File: src/rtl/lsu_mem_master.sv
// Load/store initiator: turns one pipeline lw/lh/lb/sw/sh/sb into a
// word-aligned req/ack memory transaction and returns extended load data.
//
// Ports:
//   clk_i, rst_i              clock, synchronous active-high reset
//   req_valid_i, load_i,      pipeline request: op, size (00 b / 01 h /
//   store_i, size_i,          10 w / 11 illegal), zero-extend flag,
//   unsigned_i, addr_i,       byte address and right-justified
//   wdata_i                   store data
//   stall_o                   pipeline must hold
//   rdata_o, rdata_valid_o    extended load data, one-cycle valid pulse
//   done_o, err_o             completion / error one-cycle pulses
//   mem_req_o, mem_we_o,      memory request, write enable,
//   mem_addr_o, mem_be_o,     word address, byte enables,
//   mem_wdata_o               lane-replicated store data
//   mem_ack_i, mem_rdata_i    memory completion and read word
module lsu_mem_master #(
    parameter int TIMEOUT = 16,
    parameter int CNT_W   = 5
) (
    input  logic        clk_i,
    input  logic        rst_i,
    input  logic        req_valid_i,
    input  logic        load_i,
    input  logic        store_i,
    input  logic [1:0]  size_i,
    input  logic        unsigned_i,
    input  logic [31:0] addr_i,
    input  logic [31:0] wdata_i,
    output logic        stall_o,
    output logic [31:0] rdata_o,
    output logic        rdata_valid_o,
    output logic        done_o,
    output logic        err_o,
    output logic        mem_req_o,
    output logic        mem_we_o,
    output logic [31:0] mem_addr_o,
    output logic [3:0]  mem_be_o,
    output logic [31:0] mem_wdata_o,
    input  logic        mem_ack_i,
    input  logic [31:0] mem_rdata_i
);

    typedef enum logic [1:0] {
        IDLE = 2'd0,
        WAIT = 2'd1,
        DONE = 2'd2
    } state_t;

    localparam logic [CNT_W-1:0] CNT_LAST = CNT_W'(TIMEOUT - 1);

    state_t           state;
    state_t           state_nxt;
    logic [CNT_W-1:0] cnt;
    logic [1:0]       lane_q;
    logic [1:0]       size_q;
    logic             uns_q;
    logic             tout_q;
    logic             bad_q;

    logic             aligned;
    logic             accept;
    logic             timeout;
    logic [3:0]       be_nxt;
    logic [31:0]      wdata_nxt;
    logic [7:0]       byte_sel;
    logic [15:0]      half_sel;
    logic [31:0]      ext;

    // Request qualification
    always_comb begin
        aligned = 1'b1;
        case (size_i)
            2'b01:   aligned = ~addr_i[0];
            2'b10:   aligned = (addr_i[1:0] == 2'b00);
            default: aligned = 1'b1;
        endcase
    end

    assign accept = req_valid_i && (load_i ^ store_i) &&
                    (size_i != 2'b11) && aligned;

    assign timeout = (cnt == CNT_LAST) && !mem_ack_i;

    // Byte enables and lane-replicated store data
    always_comb begin
        be_nxt    = 4'b1111;
        wdata_nxt = wdata_i;
        case (size_i)
            2'b00: begin
                be_nxt    = 4'b0001 << addr_i[1:0];
                wdata_nxt = {4{wdata_i[7:0]}};
            end
            2'b01: begin
                be_nxt    = addr_i[1] ? 4'b1100 : 4'b0011;
                wdata_nxt = {2{wdata_i[15:0]}};
            end
            default: begin
                be_nxt    = 4'b1111;
                wdata_nxt = wdata_i;
            end
        endcase
    end

    // Load lane extraction from the word returned with ack
    always_comb begin
        byte_sel = mem_rdata_i[7:0];
        case (lane_q)
            2'd1:    byte_sel = mem_rdata_i[15:8];
            2'd2:    byte_sel = mem_rdata_i[23:16];
            2'd3:    byte_sel = mem_rdata_i[31:24];
            default: byte_sel = mem_rdata_i[7:0];
        endcase
        half_sel = lane_q[1] ? mem_rdata_i[31:16] : mem_rdata_i[15:0];
        case (size_q)
            2'b00:   ext = {{24{~uns_q & byte_sel[7]}}, byte_sel};
            2'b01:   ext = {{16{~uns_q & half_sel[15]}}, half_sel};
            default: ext = mem_rdata_i;
        endcase
    end

    // State register
    always_ff @(posedge clk_i) begin
        if (rst_i) state <= IDLE;
        else       state <= state_nxt;
    end

    // Next state
    always_comb begin
        state_nxt = state;
        case (state)
            IDLE:    if (accept) state_nxt = WAIT;
            WAIT:    if (mem_ack_i || timeout) state_nxt = DONE;
            DONE:    state_nxt = IDLE;
            default: state_nxt = IDLE;
        endcase
    end

    // Outputs
    always_comb begin
        stall_o       = 1'b0;
        done_o        = 1'b0;
        rdata_valid_o = 1'b0;
        err_o         = bad_q;
        case (state)
            IDLE: stall_o = accept;
            WAIT: stall_o = 1'b1;
            DONE: begin
                done_o        = 1'b1;
                rdata_valid_o = !mem_we_o && !tout_q;
                err_o         = tout_q;
            end
            default: stall_o = 1'b0;
        endcase
    end

    // Transaction datapath
    always_ff @(posedge clk_i) begin
        if (rst_i) begin
            mem_req_o   <= 1'b0;
            mem_we_o    <= 1'b0;
            mem_addr_o  <= '0;
            mem_be_o    <= '0;
            mem_wdata_o <= '0;
            lane_q      <= '0;
            size_q      <= '0;
            uns_q       <= 1'b0;
            cnt         <= '0;
            tout_q      <= 1'b0;
            bad_q       <= 1'b0;
            rdata_o     <= '0;
        end else begin
            // A rejected request reports err_o one cycle later
            bad_q <= (state == IDLE) && req_valid_i && !accept;
            case (state)
                IDLE: begin
                    if (accept) begin
                        mem_req_o   <= 1'b1;
                        mem_we_o    <= store_i;
                        mem_addr_o  <= {addr_i[31:2], 2'b00};
                        mem_be_o    <= be_nxt;
                        mem_wdata_o <= wdata_nxt;
                        lane_q      <= addr_i[1:0];
                        size_q      <= size_i;
                        uns_q       <= unsigned_i;
                        cnt         <= '0;
                        tout_q      <= 1'b0;
                    end
                end
                WAIT: begin
                    if (mem_ack_i) begin
                        mem_req_o <= 1'b0;
                        if (!mem_we_o) rdata_o <= ext;
                    end else if (timeout) begin
                        mem_req_o <= 1'b0;
                        tout_q    <= 1'b1;
                        rdata_o   <= '0;
                    end else begin
                        cnt <= cnt + 1'b1;
                    end
                end
                default: ;
            endcase
        end
    end

endmodule
File: config.mk
export PLATFORM = sky130hd
export DESIGN_NAME = lsu_mem_master
export DESIGN_NICKNAME = d
export VERILOG_FILES = /design/src/rtl/lsu_mem_master.sv
export SDC_FILE = /design/constraint.sdc
export NUM_CORES = 1
export LEC_CHECK = 0
export ABC_CLOCK_PERIOD_IN_PS = 2000
export BUFFER_PORTS_ARGS = -buffer_cell sky130_fd_sc_hd__buf_2
export CAP_MARGIN = 10
export CORE_MARGIN = 2
export CORE_UTILIZATION = 30
export CTS_BUF_LIST = sky130_fd_sc_hd__clkbuf_8 sky130_fd_sc_hd__clkbuf_16
export DETAILED_ROUTE_END_ITERATION = 12
export GPL_ROUTABILITY_DRIVEN = 0
export GPL_TIMING_DRIVEN = 0
export PLACE_DENSITY_LB_ADDON = 0.3
export SYNTH_ARGS = -nofsm -noshare
export SYNTH_HDL_FRONTEND = slang
export SYNTH_SLANG_ARGS = --single-unit
export TNS_END_PERCENT = 20
File: constraint.sdc
create_clock -name clk_i -period 2 [get_ports clk_i]
set_input_delay 0.3 -clock clk_i [delete_from_list [all_inputs] [get_ports clk_i]]
set_output_delay 0.3 -clock clk_i [all_outputs]
set_load 0.1 [all_outputs]
## Yosys cells after proc, flatten, opt, wreduce, memory -nomap -nowiden

Index checks and enable logic that the tools add are counted.

| operators by class | value |
|---|---|
| add/subtract/negate cells | 1 |
| equality and inequality tests | 17 |
| shifts and indexed selects | 1 |
| mux-type cells | 29 |
| bitwise operators | 5 |
| reduce and logical (&&, ||, !) cells | 24 |

Operators by type and width:

| kind | number |
|---|---|
| $pmux 32 s2 | 2 |
| $mux 32 | 3 |
| $pmux 8 s3 | 1 |
| $mux 16 | 1 |
| $mux 5 | 3 |
| $ne 2x2->1 const B | 7 |
| $pmux 5 s2 | 1 |
| $mux 1 | 9 |
| $eq 2x1->1 const B | 4 |
| $eq 2x2->1 const B | 4 |
| $logic_not 2->1 | 4 |
| $pmux 1 s2 | 4 |
| $pmux 4 s2 | 1 |
| $reduce_and 4->1 | 2 |
| $logic_and 1x1->1 | 7 |
| $reduce_and 3->1 | 2 |
| $add 5x1->5 const B | 1 |
| $eq 5x4->1 const B | 1 |
| $logic_not 1->1 | 4 |
| $mux 2 | 2 |
| $mux 4 | 1 |
| $pmux 2 s2 | 1 |
| $reduce_and 2->1 | 2 |
| $reduce_bool 2->1 | 2 |
| 6 further kinds | 8 |

| word-level totals | value |
|---|---|
| bits in registers | 114 |
| input port bits | 105 |
| output and inout port bits | 106 |
| logic and storage cells | 90 |

## Logic depth before layout (Yosys ltp)

Gate-level depths: netlist (run 1).

| depth | value |
|---|---|
| depth in word-level cells | 6 |
| depth in mapped cells | 8 |
| depth with buffers taken out | 7 |

## Least setup slack after synthesis (run 1)

OpenSTA, ideal clock, no wires.

| path | value |
|---|---|
| kind | register -> output |
| start point | register mem_we_o |
| end point | output port rdata_valid_o |
| arrival | 2.881 ns |
| required time | 1.700 ns |
| slack | -1.181 ns |
| stages on the path, launching flop included | 2 |
| path buffers | 0 |
| path through | dfxtp_1 > nor3_1 |

| on the way | value |
|---|---|
| longest elaborated chain between the ends | 3 |

RTL lines:

| what | line | source |
|---|---|---|
| start: declaration | 36 | `output logic mem_we_o,` |
| start signal: assignment | 179 | `mem_we_o <= store_i;` |
| $logic_not 1->1 | - |  |
| $logic_and 1x1->1 | 150 | `rdata_valid_o = !mem_we_o && !tout_q;` |
| $mux 1 | 145 | `case (state)` |
| end: declaration | 32 | `output logic rdata_valid_o,` |

No other way between the ends.

## Final worst setup path (run 1)

| path | value |
|---|---|
| start point | input port size_i[0] |
| end point | output port stall_o |

| on the way | value |
|---|---|
| longest elaborated chain between the ends | 4 |
| elaborated cells on any way between the ends | 7 |
| those cells by class | eq/ne: 3; mux: 2; reduce/logical: 2 |

RTL lines:

| what | line | source |
|---|---|---|
| start: declaration | 26 | `input logic [1:0] size_i,` |
| $eq 2x2->1, or another cell as far along | 73 | `case (size_i)` |
| $pmux 1 s2 or $logic_and 1x1->1 (tied branches) | 73, 80 |  |
| $logic_and 1x1->1 * | 81 | `(size_i != 2'b11) && aligned;` |
| $pmux 1 s2 * | 145 |  |
| end: declaration | 30 | `output logic stall_o,` |

Every way passes the cells marked *; elsewhere a longest branch is shown, timed or not.

==> results of run 1 <==
metrics by stage:
| stage | hold slack, ps | util [%] | cells | setup slack [ps] | TNS [ps] |
|---|---|---|---|---|---|
| 2_1_floorplan | 448 | - | 603 | -59.3 | -59.3 |
| 3_3_place_gp | 441 | 37.8 | 1045 | -453 | -26160 |
| 3_5_place_dp | 445 | 37.8 | 1045 | -433 | -26780 |
| 4_1_cts | 122 | 41.1 | 1076 | -118 | -187 |
| 5_1_grt | 127 | 41.5 | 1079 | -50.6 | -595 |
| 6_report | 139 | 41.5 | 1080 | 52.7 | 0 |
critical path: stages:
cell	delay, ps
sky130_fd_sc_hd__buf_2	120
sky130_fd_sc_hd__inv_1	60
sky130_fd_sc_hd__ha_1	180
sky130_fd_sc_hd__nor2b_1	120
sky130_fd_sc_hd__o21bai_1	300
sky130_fd_sc_hd__a21o_1	210
sky130_fd_sc_hd__a21oi_2	60
sky130_fd_sc_hd__clkbuf_4	290
cells by family (layout without fill, tap and decap cells):
family | count (synthesis) | after routing | share of synthesized area, %
other | 1 | 3 | 0.0663
buffers and inverters | 60 | 302 | 4.58
adder cells (fa/ha/maj) | 6 | 6 | 1.33
AND/OR/NAND/NOR | 210 | 210 | 22.4
multiplexers | 78 | 78 | 14.6
AO/OA/AOI/OAI | 130 | 130 | 16.2
flip-flops | 114 | 114 | 40.3
XOR/XNOR | 3 | 3 | 0.464
cells in the mapped netlist (3+ instances only):
library cell	n
sky130_fd_sc_hd__a211o_1	7
sky130_fd_sc_hd__a21o_1	8
sky130_fd_sc_hd__a21oi_1	38
sky130_fd_sc_hd__a221oi_1	8
sky130_fd_sc_hd__a22o_1	17
sky130_fd_sc_hd__a22oi_1	8
sky130_fd_sc_hd__buf_2	9
sky130_fd_sc_hd__clkbuf_1	35
sky130_fd_sc_hd__dfxtp_1	114
sky130_fd_sc_hd__ha_1	6
sky130_fd_sc_hd__inv_1	10
sky130_fd_sc_hd__mux2_2	27
sky130_fd_sc_hd__mux2i_1	50
sky130_fd_sc_hd__nand2_1	22
sky130_fd_sc_hd__nand2b_1	116
sky130_fd_sc_hd__nand3b_1	10
sky130_fd_sc_hd__nor2_1	9
sky130_fd_sc_hd__nor2b_1	39
sky130_fd_sc_hd__nor3_1	4
sky130_fd_sc_hd__o21ai_0	18
sky130_fd_sc_hd__o21bai_1	3
sky130_fd_sc_hd__o2bb2ai_1	15
sky130_fd_sc_hd__xor2_1	3
flip-flops by register name (all words and copies together), names as in the netlist:
| register | count |
|---|---|
| cnt | 5 |
| size_q | 2 |
| mem_wdata_o | 32 |
| rdata_o | 32 |
| mem_req_o | 1 |
| mem_be_o | 4 |
| state | 2 |
| bad_q | 1 |
| mem_we_o | 1 |
| mem_addr_o | 30 |
| tout_q | 1 |
| lane_q | 2 |
| uns_q | 1 |
timing repair:
action / in CTS / in global routing
gates cloned: 0 / 3
resized for setup: 12 / 16
setup endpoints to repair: 35 / 62
pin swaps: 0 / 1
buffers inserted: 0 / 0
final timing paths:
path,to
setup / recovery,stall_o
hold / removal,mem_addr_o[28]
setup reg to reg,rdata_o[21]
hold reg to reg,rdata_o[8]
area by class of cell:
type,instances,area (sq um)
fill,1869,10900
multi-input combinational,429,3190
sequential,114,2290
timing repair buffer,211,1060
clock buffer,18,439
tap,234,293
buffer,49,240
clock inverter,14,164
inverter,10,41.3
antenna,1,2.50
layer usage:
metal | wire length, um | share of wire [%] | track usage, %
met5 | 13 | 0.075 | 0
met4 | 231 | 1.3 | 5.37
met3 | 1040 | 6.0 | 5.33
met2 | 8140 | 47 | 27.4
met1 | 7980 | 46 | 21.8
power breakdown:
| group | switching [uW] | internal (uW) |
|---|---|---|
| registers | 47.0 | 2360 |
| logic | 1020 | 388 |
| clock network | 1140 | 1980 |
| total | 2200 | 4730 |
==> flow_summary_export.csv, run 1 <==
group,metric,value,unit
power_and_ir_drop,power_per_cell_area,898,mW/mm^2
worst_hold_path,worst_hold_path_type,"in2reg",
synthesis,synth_edf_count,0,
critical_path,setup.worst_path.start,"size_i[0]",
critical_path,timing.critical_path.required,1700,ps
power_and_ir_drop,total_power,6930,uW
synthesis,post-synth-top-area-cell,"sky130_fd_sc_hd__dfxtp_1",
cts,number_of_sinks_driven_by_the_clock_tree,114,
floorplan,overall_die_area,0.0200,sq mm
synthesis,seq_area_frac_synth,40.3,%
critical_path,worst_setup_slack_for_register_to_register_paths,80,ps
grt,grt_start_max_net_pins,17,
sta,skew,10.4,ps
floorplan,initial_core_util,30.5,%
critical_path,timing.critical_path.fanout_max,4,
drt,drc,0,
synthesis,syn-cell-area,0.00566,sq mm
cts,cts_max_level,4,
synthesis,synth_seq_cells,114,
grt,grt_first_pass_wirelength,26.4,mm
floorplan,chip_width,141,um
sta,max_slew_vio_count,0,
run,max_cap_violations,0,
cts,tritoncts,"done",
drt,drt_pass1_iterations,4,
synthesis,syn-mean-instance-area,9.40,sq um
worst_hold_path,worstHoldStart,"addr_i[28]",
power_and_ir_drop,vdd_ir_drop_max,0.000608,V
cts,cts_inserted_buffers,17,
grt,number_of_global_route_vias_before_repair,4895,
grt,overflow,0,
critical_path,r2r.worst_path.cells,6,
synthesis,synth_top_flop_cell,"sky130_fd_sc_hd__dfxtp_1",
floorplan,ioPinCount,211,
layout,final_cell_area,0.00772,sq mm
drt,routed-via-count,5136,
synthesis,yosys-top-cells-area,"sky130_fd_sc_hd__dfxtp_1 40%, sky130_fd_sc_hd__nand2b_1 13%, sky130_fd_sc_hd__mux2i_1 8.8%, sky130_fd_sc_hd__mux2_2 5.4%, sky130_fd_sc_hd__nor2b_1 4.3%",
drt,routedWlPerCell,16.1,um
critical_path,worst_setup_path_start_kind,"input pin",
synthesis,ys_async_sr_fraction,0,%
layout,nNetsFinal,943,
grt,grt_util_all_layers,17.0,%
sta,fmax,514,MHz
synthesis,syn_inst,602,
sta,rsz0062_at_grt,"true",
cts,clock_latency_on_the_worst_skew_pair,420,ps
critical_path,setup_crit_path_kind,"in2out",
drt,final_antenna_net_count,0,
grt,antenna_found_initial,2,
sta,period_needed,1950,ps
run_status,run_status,"finished clean",
place,dp.final_hpwl,13.0,mm
critical_path,worst_setup_path_end_kind,"output pin",
place,place.port_buffers,208,
sta,timing.final.hold_violations,0,
layout,drive_above_1_share,35.7,%
place,postPlaceCellArea,0.00702,sq mm
floorplan,coreArea,0.0186,sq mm
cts,ctsRootBufferMaster,"sky130_fd_sc_hd__clkbuf_16",
cts,cts_hold_fix_bufs,0,
worst_hold_path,worst_hold_path.num_cells,3,
drt,via_per_inst,4.76,
critical_path,worstReg2RegStart,"lane_q[1]",
layout,layout.cells.most_common_list,"218 x sky130_fd_sc_hd__buf_2, 116 x sky130_fd_sc_hd__nand2b_1, 110 x sky130_fd_sc_hd__dfxtp_1",
power_and_ir_drop,power_leakage,0.00342,uW
layout,area.growth.synth_to_final,36.4,%
cts,cts.reportedPaths.clkPinSlew,50,ps
sta,finalCritPeriodShare,97.4,%
synthesis,post-synth-top-area-fraction,40.3,%
floorplan,num_rows,50,
synthesis,yosys.cell_types.count,44,
floorplan,die_h,141,um
drt,finalWirelength,17.4,mm
sta,relSlewSlack,58.7,%
sta,final-setup-viol-count,0,
sta,timing_worst_slew_pin_value,620,ps
layout,final_common_cell,"sky130_fd_sc_hd__buf_2",
synthesis,synthesis.yosys.warnings,0,
cts,cts.path.max_buffers,2,
critical_path,worst_ep_arrival_time,1650,ps
drt,drt_iter0_drc,214,
No activity file was read; power rests on OpenSTA's default activity.
==> run 2, diff against run 1 <==
==> constraint.sdc (replaced) <==
create_clock -name clk_i -period 2 [get_ports clk_i]
set_input_delay 0.6 -clock clk_i [delete_from_list [all_inputs] [get_ports clk_i]]
set_output_delay 0.6 -clock clk_i [all_outputs]
set_load 0.1 [all_outputs]
==> run 2 against run 1 <==
The run now ends with negative setup slack left. Design area increased by 2.0%. Critical endpoint unchanged. Final cell count unchanged. Maximum frequency decreased by 13%. Die area unchanged. Via count increased by 0.19%. Wire length decreased by 0.88%. Critical path type unchanged. Clock skew about the same. Highest routed layer is now met4. Register-to-register slack improved by 20 ps. Sequential power about the same. Global-route usage about the same. First-iteration DRC count increased by 15%. Worst hold slack improved by 310 ps.
==> flow_summary_export.csv, run 2 (synthesis gave the netlist of run 1 again) <==
group,metric,value,unit
run_status,run_status,"complete, but fails checks",
run_status,violations,"negative setup slack",
sta,finalCritPeriodShare,112,%
run,max_cap_violations,0,
layout,layout.cells.most_common_list,"206 x sky130_fd_sc_hd__buf_2, 116 x sky130_fd_sc_hd__nand2b_1, 112 x sky130_fd_sc_hd__dfxtp_1",
layout,final_common_cell,"sky130_fd_sc_hd__buf_2",
sta,rsz0062_at_grt,"true",
critical_path,worstPathCellList,"buf_12 > inv_16 > ha_4 > nor2b_4 > o21bai_2 > a21o_1 > a21oi_4 > buf_12",
place,dp.cells,1045,
critical_path,worst_path_dominant_cell_family,"compound AO/OA/AOI/OAI gates",
critical_path,worst_setup_slack_for_register_to_register_paths,100,ps
layout,nNetsFinal,944,
critical_path,worstReg2RegStart,"cnt[0]",
critical_path,worst_setup_path_start_kind,"input pin",
cts,cts.path.max_buffers,2,
grt,number_of_global_route_vias_before_repair,5018,
floorplan,coreArea,0.0186,sq mm
floorplan,ioPinCount,211,
drt,routed-via-count,5146,
cts,cts_max_level,4,
drt,finalWirelength,17.3,mm
worst_hold_path,worst_hold_path.num_cells,3,
power_and_ir_drop,power_per_cell_area,853,mW/mm^2
place,dp.final_hpwl,13.1,mm
layout,reg.largest.list,"mem_wdata_o x32, rdata_o x32, mem_addr_o x30",
floorplan,initial_core_util,30.5,%
drt,final_antenna_net_count,0,
floorplan,chip_width,141,um
sta,period_needed,2240,ps
drt,via_per_inst,4.76,
layout,utilization,42.4,%
grt,grt_start_max_net_pins,17,
cts,cts_inserted_buffers,17,
grt,antenna_found_initial,2,
worst_hold_path,worst_hold_path_type,"in2reg",
power_and_ir_drop,vdd_ir_drop_max,0.000530,V
floorplan,die_h,141,um
power_and_ir_drop,power_leakage,0.00346,uW
critical_path,critical_path.reg2reg.endpoint,"rdata_o[30]",
drt,drt_pass1_iterations,5,
cts,ctsRootBufferMaster,"sky130_fd_sc_hd__clkbuf_16",
critical_path,path_common_cell,"sky130_fd_sc_hd__buf_12",
sta,final-setup-viol-count,2,
power_and_ir_drop,total_power,6710,uW
floorplan,num_rows,50,
drt,drt_iter0_drc,246,
cts,cts.reportedPaths.clkPinSlew,60,ps
worst_hold_path,hold_end,"mem_addr_o[26]",
critical_path,worst_ep_arrival_time,1640,ps
grt,overflow,0,
cts,tritoncts,"done",
sta,timing.final.hold_violations,0,
critical_path,r2r.worst_path.cells,8,
drt,drc,0,
sta,final_worst_path_setup_slack,-239,ps
critical_path,timing.critical_path.required,1400,ps
layout,drive_above_1_share,36.7,%
critical_path,critPathMaxStageDelay,200,ps
layout,area.growth.synth_to_final,39.1,%
sta,skew,10.6,ps
layout,final-instance-count-excl-fill,1080,
grt,grt_first_pass_wirelength,26.6,mm
critical_path,cp_slowest_cell,"sky130_fd_sc_hd__a21o_1",
cts,number_of_sinks_driven_by_the_clock_tree,114,
critical_path,timing.critical_path.fanout_max,4,
critical_path,setup_crit_path_kind,"in2out",
sta,timing_worst_slew_pin_value,717,ps
floorplan,overall_die_area,0.0200,sq mm
cts,clock_latency_on_the_worst_skew_pair,410,ps
place,dpl_worst_slack,-793,ps
layout,nFillCells,1866,
sta,fmax,447,MHz
critical_path,worst_setup_path_end_kind,"output pin",
drt,routedWlPerCell,16.0,um
sta,max_slew_vio_count,0,
critical_path,worst-path-buf-inv,3,
worst_hold_path,worstHoldStart,"addr_i[26]",
sta,relSlewSlack,52.2,%
place,place.port_buffers,208,
grt,grt_util_all_layers,17.0,%
==> run 2: cell types whose count changed in the layout (fill, tap and decap cells not counted), sizes merged <==
cell / delta
bufinv: -2
buf: +1
clkbuf: +2
clkinv: +2
clkinvlp: -3
==> run 2: worst max path at each step <==
stage | from | depth (start not counted) | slack, ps | endpoint
CTS | size_i[1] | 7 | -270 | stall_o
floorplan | size_i[0] | 6 | -320 | stall_o
global placement | size_i[0] | 8 | -830 | mem_addr_o[5]
finish | size_i[0] | 8 | -240 | stall_o
global route | size_i[0] | 8 | -270 | stall_o
detailed placement | size_i[0] | 8 | -790 | mem_wdata_o[7]
==> run 2: timing repair <==
| action | CTS | global route |
|---|---|---|
| gates cloned | 0 | 0 |
| setup buffers | 2 | 1 |
| endpoints found under the setup margin | 84 | 87 |
| hold buffers | 0 | 0 |
| pin swaps | 4 | 4 |
| gates resized for setup | 39 | 18 |
==> run 2: final cells by class <==
| type | count | area, sq um | share of cell area (%) |
|---|---|---|---|
| antenna | 1 | 2.50 | 0.0318 |
| inverter | 10 | 57.6 | 0.731 |
| clock buffer | 20 | 467 | 5.93 |
| tap | 234 | 293 | 3.72 |
| sequential | 114 | 2290 | 29.1 |
| buffer | 50 | 272 | 3.45 |
| multi-input combinational | 429 | 3270 | 41.6 |
| timing repair buffer | 211 | 1130 | 14.4 |
| clock inverter | 11 | 87.6 | 1.11 |
==> run 2: per-stage QoR <==
stage                     TNS, ps  cell area [sq um]  hold WS [ps]
final                        -384               7870           446
after detailed placement   -58500               7090           445
after global placement     -61180               7090           441
after CTS                    -661               7790           424
after floorplan              -763               5760           456
after global routing        -1520               7870           434
==> run 2: worst register-to-register path, delay by kind of cell (launching register included) <==
| kind | cells | cell delay, ps |
|---|---|---|
| and+or+nand+nor | 3 | 640 |
| adders and majority gates | 2 | 400 |
| DFF | 1 | 330 |
| AOI/OAI and AO/OA | 2 | 310 |
| buffers and inverters | 1 | 190 |
==> run 2: report_power, final <==
group | leakage [uW] | switching [uW] | total [uW] | internal, uW
combinational | 0.00226 | 1030 | 1450 | 420
clock | 0.000279 | 1070 | 2860 | 1780
sequential | 0.000925 | 44.0 | 2400 | 2360
==> run 2: layer usage <==
layer	track usage (%)	vias up	part of all wire, %
met5	0	-	0
met4	7.05	0	2.5
met3	4.69	31	6.2
met2	27.1	178	47
met1	21.8	2378	44
li1	-	2559	-
